File: config.mk
export PLATFORM = sky130hd
export DESIGN_NAME = c499_sec
export DESIGN_NICKNAME = d
export VERILOG_FILES = /design/src/rtl/c499_sec_pkg.sv /design/src/rtl/c499_sec_syndrome.sv /design/src/rtl/c499_sec.sv
export SDC_FILE = /design/constraint.sdc
export NUM_CORES = 1
export LEC_CHECK = 0
export BUFFER_PORTS_ARGS = -buffer_cell sky130_fd_sc_hd__buf_2
export CAP_MARGIN = 0
export CORE_ASPECT_RATIO = 0.8
export CORE_MARGIN = 4
export CORE_UTILIZATION = 40
export DETAILED_ROUTE_END_ITERATION = 8
export GPL_TIMING_DRIVEN = 0
export PLACE_DENSITY = 0.78
export REMOVE_ABC_BUFFERS = 1
export SETUP_SLACK_MARGIN = 0.02
export SYNTH_ARGS = -nofsm -noshare
export SYNTH_HDL_FRONTEND = slang
export SYNTH_SLANG_ARGS = --single-unit
export TNS_END_PERCENT = 10
File: constraint.sdc
create_clock -name clk -period 0.8 [get_ports clk]
set_input_delay 0.16 -clock clk [delete_from_list [all_inputs] [get_ports clk]]
set_output_delay 0.16 -clock clk [all_outputs]
set_load 0.05 [all_outputs]
File: src/rtl/c499_sec_pkg.sv
// rtl/c499_sec_pkg.sv - shared constants and parity-check helpers for the c499-style SEC decoder
package c499_sec_pkg;

    localparam int DW = 32;
    localparam int CW = 8;

    // Column for data bit i = 8g + k: one-hot group in [7:4], k+1 in [3:0].
    function automatic logic [CW-1:0] col_h(input int i);
        logic [CW-1:0] h;
        logic [4:0]    idx;
        idx     = i[4:0];
        h[7:4]  = 4'b0001 << idx[4:3];
        h[3:0]  = {1'b0, idx[2:0]} + 4'd1;
        return h;
    endfunction

    function automatic logic [CW-1:0] syndrome(input logic [DW-1:0] data,
                                               input logic [CW-1:0] check);
        logic [CW-1:0] s;
        s = check;
        for (int i = 0; i < DW; i++) begin
            if (data[i]) begin
                s = s ^ col_h(i);
            end
        end
        return s;
    endfunction

endpackage

File: src/rtl/c499_sec_syndrome.sv
// rtl/c499_sec_syndrome.sv - combinational 32+8 to 8 syndrome XOR tree
module c499_sec_syndrome
    import c499_sec_pkg::*;
(
    input  logic [DW-1:0] data,
    input  logic [CW-1:0] check,
    output logic [CW-1:0] syn
);

    // Each syndrome bit is the check bit XORed with every data bit whose column has that row set.
    always_comb begin
        syn = '0;
        for (int j = 0; j < CW; j++) begin
            logic acc;
            acc = check[j];
            for (int i = 0; i < DW; i++) begin
                logic [CW-1:0] h;
                h   = col_h(i);
                acc = acc ^ (data[i] & h[j]);
            end
            syn[j] = acc;
        end
    end

endmodule

File: src/rtl/c499_sec.sv
// rtl/c499_sec.sv - 32-bit single-error-correcting decoder with registered output
module c499_sec
    import c499_sec_pkg::*;
(
    input  logic          clk,
    input  logic          rst_n,
    input  logic [DW-1:0] data_in,
    input  logic [CW-1:0] check_in,
    input  logic          corr_en,
    output logic [DW-1:0] data_out
);

    logic [CW-1:0] syn;
    logic [DW-1:0] flip;
    logic [DW-1:0] corrected;

    c499_sec_syndrome u_syndrome (
        .data  (data_in),
        .check (check_in),
        .syn   (syn)
    );

    // Zero and unit-vector syndromes never match a column, so they leave data untouched.
    always_comb begin
        flip = '0;
        for (int i = 0; i < DW; i++) begin
            flip[i] = corr_en & (syn == col_h(i));
        end
        corrected = data_in ^ flip;
    end

    always_ff @(posedge clk or negedge rst_n) begin
        if (!rst_n) begin
            data_out <= '0;
        end else begin
            data_out <= corrected;
        end
    end

endmodule

======== Yosys cells after proc, flatten, opt, wreduce, memory -nomap -nowiden ========
Cells that the tools add are included.
W data, S select, Z words.
cells by class
  bitwise operators ....................... 117
  equal/unequal tests ..................... 32
operators by type and width
  kind                  number
  $xor A1 B1 Y1         84
  $eq A8 B5 Y1 const B  8
  $eq A8 B6 Y1 const B  8
  $eq A8 B7 Y1 const B  8
  $eq A8 B8 Y1 const B  8
  $and A1 B1 Y1         32
  $xor A32 B32 Y32      1
storage, ports and cells
  logic and storage cells ................. 150
  input port bits ......................... 43
  output and inout port bits .............. 32
  flip-flop bits (word level) ............. 32

======== Logic depth before layout (Yosys ltp) ========
  depth after elaboration ................. 19
  gate-level depth with buffers ........... 7
  mapped depth without buffers ............ 7

======== Modules after synthesis ========
A second synthesis with hierarchy kept.
unflattened totals
  cell total of the unflattened synthesis .. 183
  area, all modules ....................... 2063.2 sq um
by module, submodules not included
  module             area an instance (sq um)  cells an instance  instances  seq. area each (sq um)
  c499_sec           1478.9                    121                1          800.8
  c499_sec_syndrome  584.3                     62                 1          0.0

======== Least setup slack after synthesis ========
Ideal clock, no wire load.
  path type ............................... input-to-reg
  start point ............................. in data_in[12]
  end point ............................... reg data_out[24]
  library setup time ...................... 0.079 ns
  arrival time ............................ 1.870 ns
  path buffers ............................ 0
  cell stages on the path ................. 7
  path slack .............................. -1.149 ns
  cells stage by stage .................... xnor3_1 -> xnor3_2 -> xnor2_4 -> xor2_2 -> nand2_1 -> nor2_1 -> xor2_1
between the ends
  longest elaborated chain between the ends .. 14
ends and longest elaborated chain
  what                         line                     text
  from (decl)                  c499_sec.sv:7            input logic [DW-1:0] data_in,
  $xor A1 B1 Y1 (11 in a row)  c499_sec_syndrome.sv:19  acc = acc ^ (data[i] & h[j]);
  $eq A8 B8 Y1 (*)             c499_sec.sv:27           flip[i] = corr_en & (syn == col_h(i));
  $and A1 B1 Y1 (*)            c499_sec.sv:27
  $xor A32 B32 Y32 (*)         c499_sec.sv:29           corrected = data_in ^ flip;
  net corrected[24]            c499_sec.sv:15           logic [DW-1:0] corrected;
  to (signal assigned)         c499_sec.sv:36           data_out <= corrected;
  to (decl)                    c499_sec.sv:10           output logic [DW-1:0] data_out
Mark *: on every way through the listed nets, which the timed path passes. The rest lies on a longest branch.

======== Worst setup path after layout ========
  start point ............................. in data_in[20]
  end point ............................... reg data_out[15]
between the ends
  longest elaborated chain between the ends .. 10
ends and longest elaborated chain
  what                        line
  $xor A1 B1 Y1 (7 in a row)  c499_sec_syndrome.sv:19
  $eq A8 B6 Y1 (*)            c499_sec.sv:27
  $and A1 B1 Y1 (*)           c499_sec.sv:27
  $xor A32 B32 Y32 (*)        c499_sec.sv:29
  net corrected[15]           c499_sec.sv:15
Marked as above.

==> summary.md <==
| Metric | Value |
|---|---|
| # rows | `23` |
| Worst hold path class | `in -> async` |
| Worst-path cell chain | `buf_12 -> xor2_4 -> xnor2_2 -> xnor3_2 -> xnor2_4 -> nor3b_4 -> nand3_1 -> xnor2_1` |
| Netlist Area Pre-Place | `0.00209 mm^2` |
| Worst EP required | `0.97 ns` |
| Share of layout cells above drive strength 1 | `57.0%` |
| Pin count of the biggest net entering global routing | `33` |
| Die extent in x | `88.7 um` |
| RePlAce Congestion | `0.822` |
| Number of routed nets with antenna violations | `0` |
| Psw | `3.07 mW` |
| Setup TNS | `-39.24 ns` |
| Initial Util | `41.4%` |
| ANT cells | `0` |
| PD cells | `2240 mW/mm^2` |
| CTS clk-pin slew, worst paths | `0.07 ns` |
| 1st-iter DRT viols | `64` |
| Sequential area share after synthesis | `38.4%` |
| Via density | `4.82` |
| Global-route wire length before repair | `8710 um` |
| Peak supply drop | `1210 uV` |
| Fin nets | `312` |
| Initial antenna violation count | `0` |
| Vias | `1600` |
| Max-slew violation count | `0` |
| Clk buf depth | `2` |
| RSZ-0062 raised after global routing | `true` |
| Violated checks | `hold timing, setup timing` |
| Total CTS buffers | `5` |
| Total track usage | `18.5%` |
| Max reg flops | `32` |
| Drt drc | `0` |
| Registers with the most flip-flops | `data_out: 32 flops` |
| Core area | `0.00504 mm^2` |
| CP arrival | `2.12 ns` |
| Gate Count Post-Synth | `177` |
| Pint | `4.58 mW` |
| Buffers on Ports | `74` |
| Wirelength per Cell | `17.7 um` |
| CP peak stage delay | `0.50 ns` |
| YS warnings | `0` |
| Worst setup EP type | `flop` |
| Top post-synthesis cells by count | `40 x xnor2_1, 33 x xor2_1, 32 x dfrtp_1` |
| Fmax achieved | `0.513 GHz` |
| Final count of hold timing violations | `32` |
| Slew headroom | `53.1%` |
| GRT overflow | `0` |
| Leakage | `1.59 nW` |
| DP HPWL | `4050 um` |
| Post-synth ARST share | `100%` |
| Worst Path Class, Setup | `in -> reg` |
| Mean Syn Cell Area | `11.8 um^2` |
| CP max FO | `8` |
| Worst hold slack | `-0.0881 ns` |
| CP Capture Point | `data_out[15]` |
| Clock share of power | `20.0%` |
| # IOs | `75` |
| # setup viols final | `64` |
| Fin crit period | `1.95 ns` |
| Sw Ratio | `40.2%` |
| Place WS | `-1.58 ns` |
| Pin slew with the least headroom to its limit | `0.698 ns` |
| Count of different cell masters after synthesis | `24` |
| Final WS setup | `-1.15 ns` |
| Final Routed Wirelength | `5870 um` |
| Htree depth | `2` |
| Sink Count | `32` |
| Flop pwr share | `23.3%` |
| CTS tree | `done` |
| Final Cycle Share | `243%` |
| Status | `complete, but fails checks` |
| Share of the synthesized area in the top cell type | `38.4%` |
| Clock root buffer | `clkbuf_8` |
| Post-synth top flop | `dfrtp_1` |
| Die Area | `0.00644 mm^2` |
| Yosys reg bits | `32` |
| Pre-antenna DRT Iters | `4` |
| Count leader, synth | `xnor2_1` |
| EDFF count, synth | `0` |
| Number of max-cap violations | `0` |
| Largest area contributor in the netlist | `dfrtp_1` |
| Largest Register | `data_out` |
| Post-layout util | `68.0%` |
| Slowest-stage cell, CP | `xnor3_2` |
| Die height | `72.6 um` |
| Crit start category | `primary input` |
| P&R area growth vs syn | `64.1%` |
| Ranking of synthesized cells by area | `dfrtp_1 38%, xnor2_1 17%, xor2_1 14%, xnor3_1 8.6%, nor2_1 4.0%` |
| Combinational power share | `56.7%` |
| Critical Path Start | `data_in[20]` |
| Vias in the first global route | `1758` |
## metal layers
metal	GRT usage, %	vias up	part of all wire, %	wire length, um
met4	6.21	0	0.82	48
met2	30.1	48	52	3070
met3	4.51	6	6.6	385
li1	-	752	-	-
met5	0	-	0	0
met1	24.3	794	40	2370
## layout make-up
| class | instances | area [um^2] |
|---|---|---|
| clock inverter | 2 | 35.0 |
| fill | 339 | 1610 |
| tap | 62 | 77.6 |
| clock buffer | 6 | 72.6 |
| multi-input combinational | 145 | 1660 |
| timing repair buffer | 85 | 778 |
| sequential | 32 | 801 |
## cell families (layout without fill, tap and decap cells)
| family | Yosys count | count (layout) | synth area share (%) |
|---|---|---|---|
| compound gates | 1 | 1 | 0.360 |
| xor+xnor | 89 | 89 | 47.2 |
| buf+inv | 0 | 93 | 0 |
| flops | 32 | 32 | 38.4 |
| simple gates | 55 | 55 | 14.1 |
## placed cells by master, fill, tap and decap left out, drive strengths merged
cell / count
and2b: 1
and3: 1
buf: 85
bufinv: 1
clkbuf: 6
clkinv: 1
dfrtp: 32
nand2: 7
nand2b: 2
nand3: 9
nand3b: 4
nor2: 23
nor2b: 2
nor3: 1
nor3b: 3
o21bai: 1
or3: 2
xnor2: 44
xnor3: 10
xor2: 34
xor3: 1
## what timing repair did
action	4_1_cts	5_1_grt
hold endpoints to repair	32	18
pin swaps	37	21
setup buffers	8	3
setup endpoints to repair	64	64
gates resized for setup	138	28
## critical path, delay by kind of cell
| kind | cells | cell delay [ns] |
|---|---|---|
| xor gates and xnor gates | 5 | 1.32 |
| and+or+nand+nor | 2 | 0.52 |
| buffers and inverters | 1 | 0.11 |
## power by group through the flow
| stage | clock network, mW | logic [mW] | registers, mW |
|---|---|---|---|
| after global placement | 0 | 2.97 | 1.78 |
| after detailed placement | 0 | 2.98 | 1.78 |
| final | 1.53 | 4.34 | 1.78 |
| after CTS | 1.56 | 4.08 | 1.78 |
| after floorplan | 0 | 1.88 | 2.20 |
| after global routing | 1.63 | 4.56 | 1.79 |
## worst min path at each step
stage          startpoint            to  cells after the start
2_1_floorplan       rst_n   data_out[0]                      0
6_report            rst_n   data_out[1]                      1
4_1_cts             rst_n  data_out[31]                      1
3_3_place_gp        rst_n  data_out[31]                      1
5_1_grt             rst_n  data_out[15]                      1
3_5_place_dp        rst_n  data_out[31]                      1
## metrics by stage
stage,instances,cell area [um^2],power (mW)
after global routing,332,3420,7.98
after global placement,313,2530,4.75
after floorplan,177,2090,4.07
after detailed placement,313,2530,4.77
after CTS,329,3270,7.42
final,332,3420,7.65
Note: power is estimated with default switching activity, not from simulation.
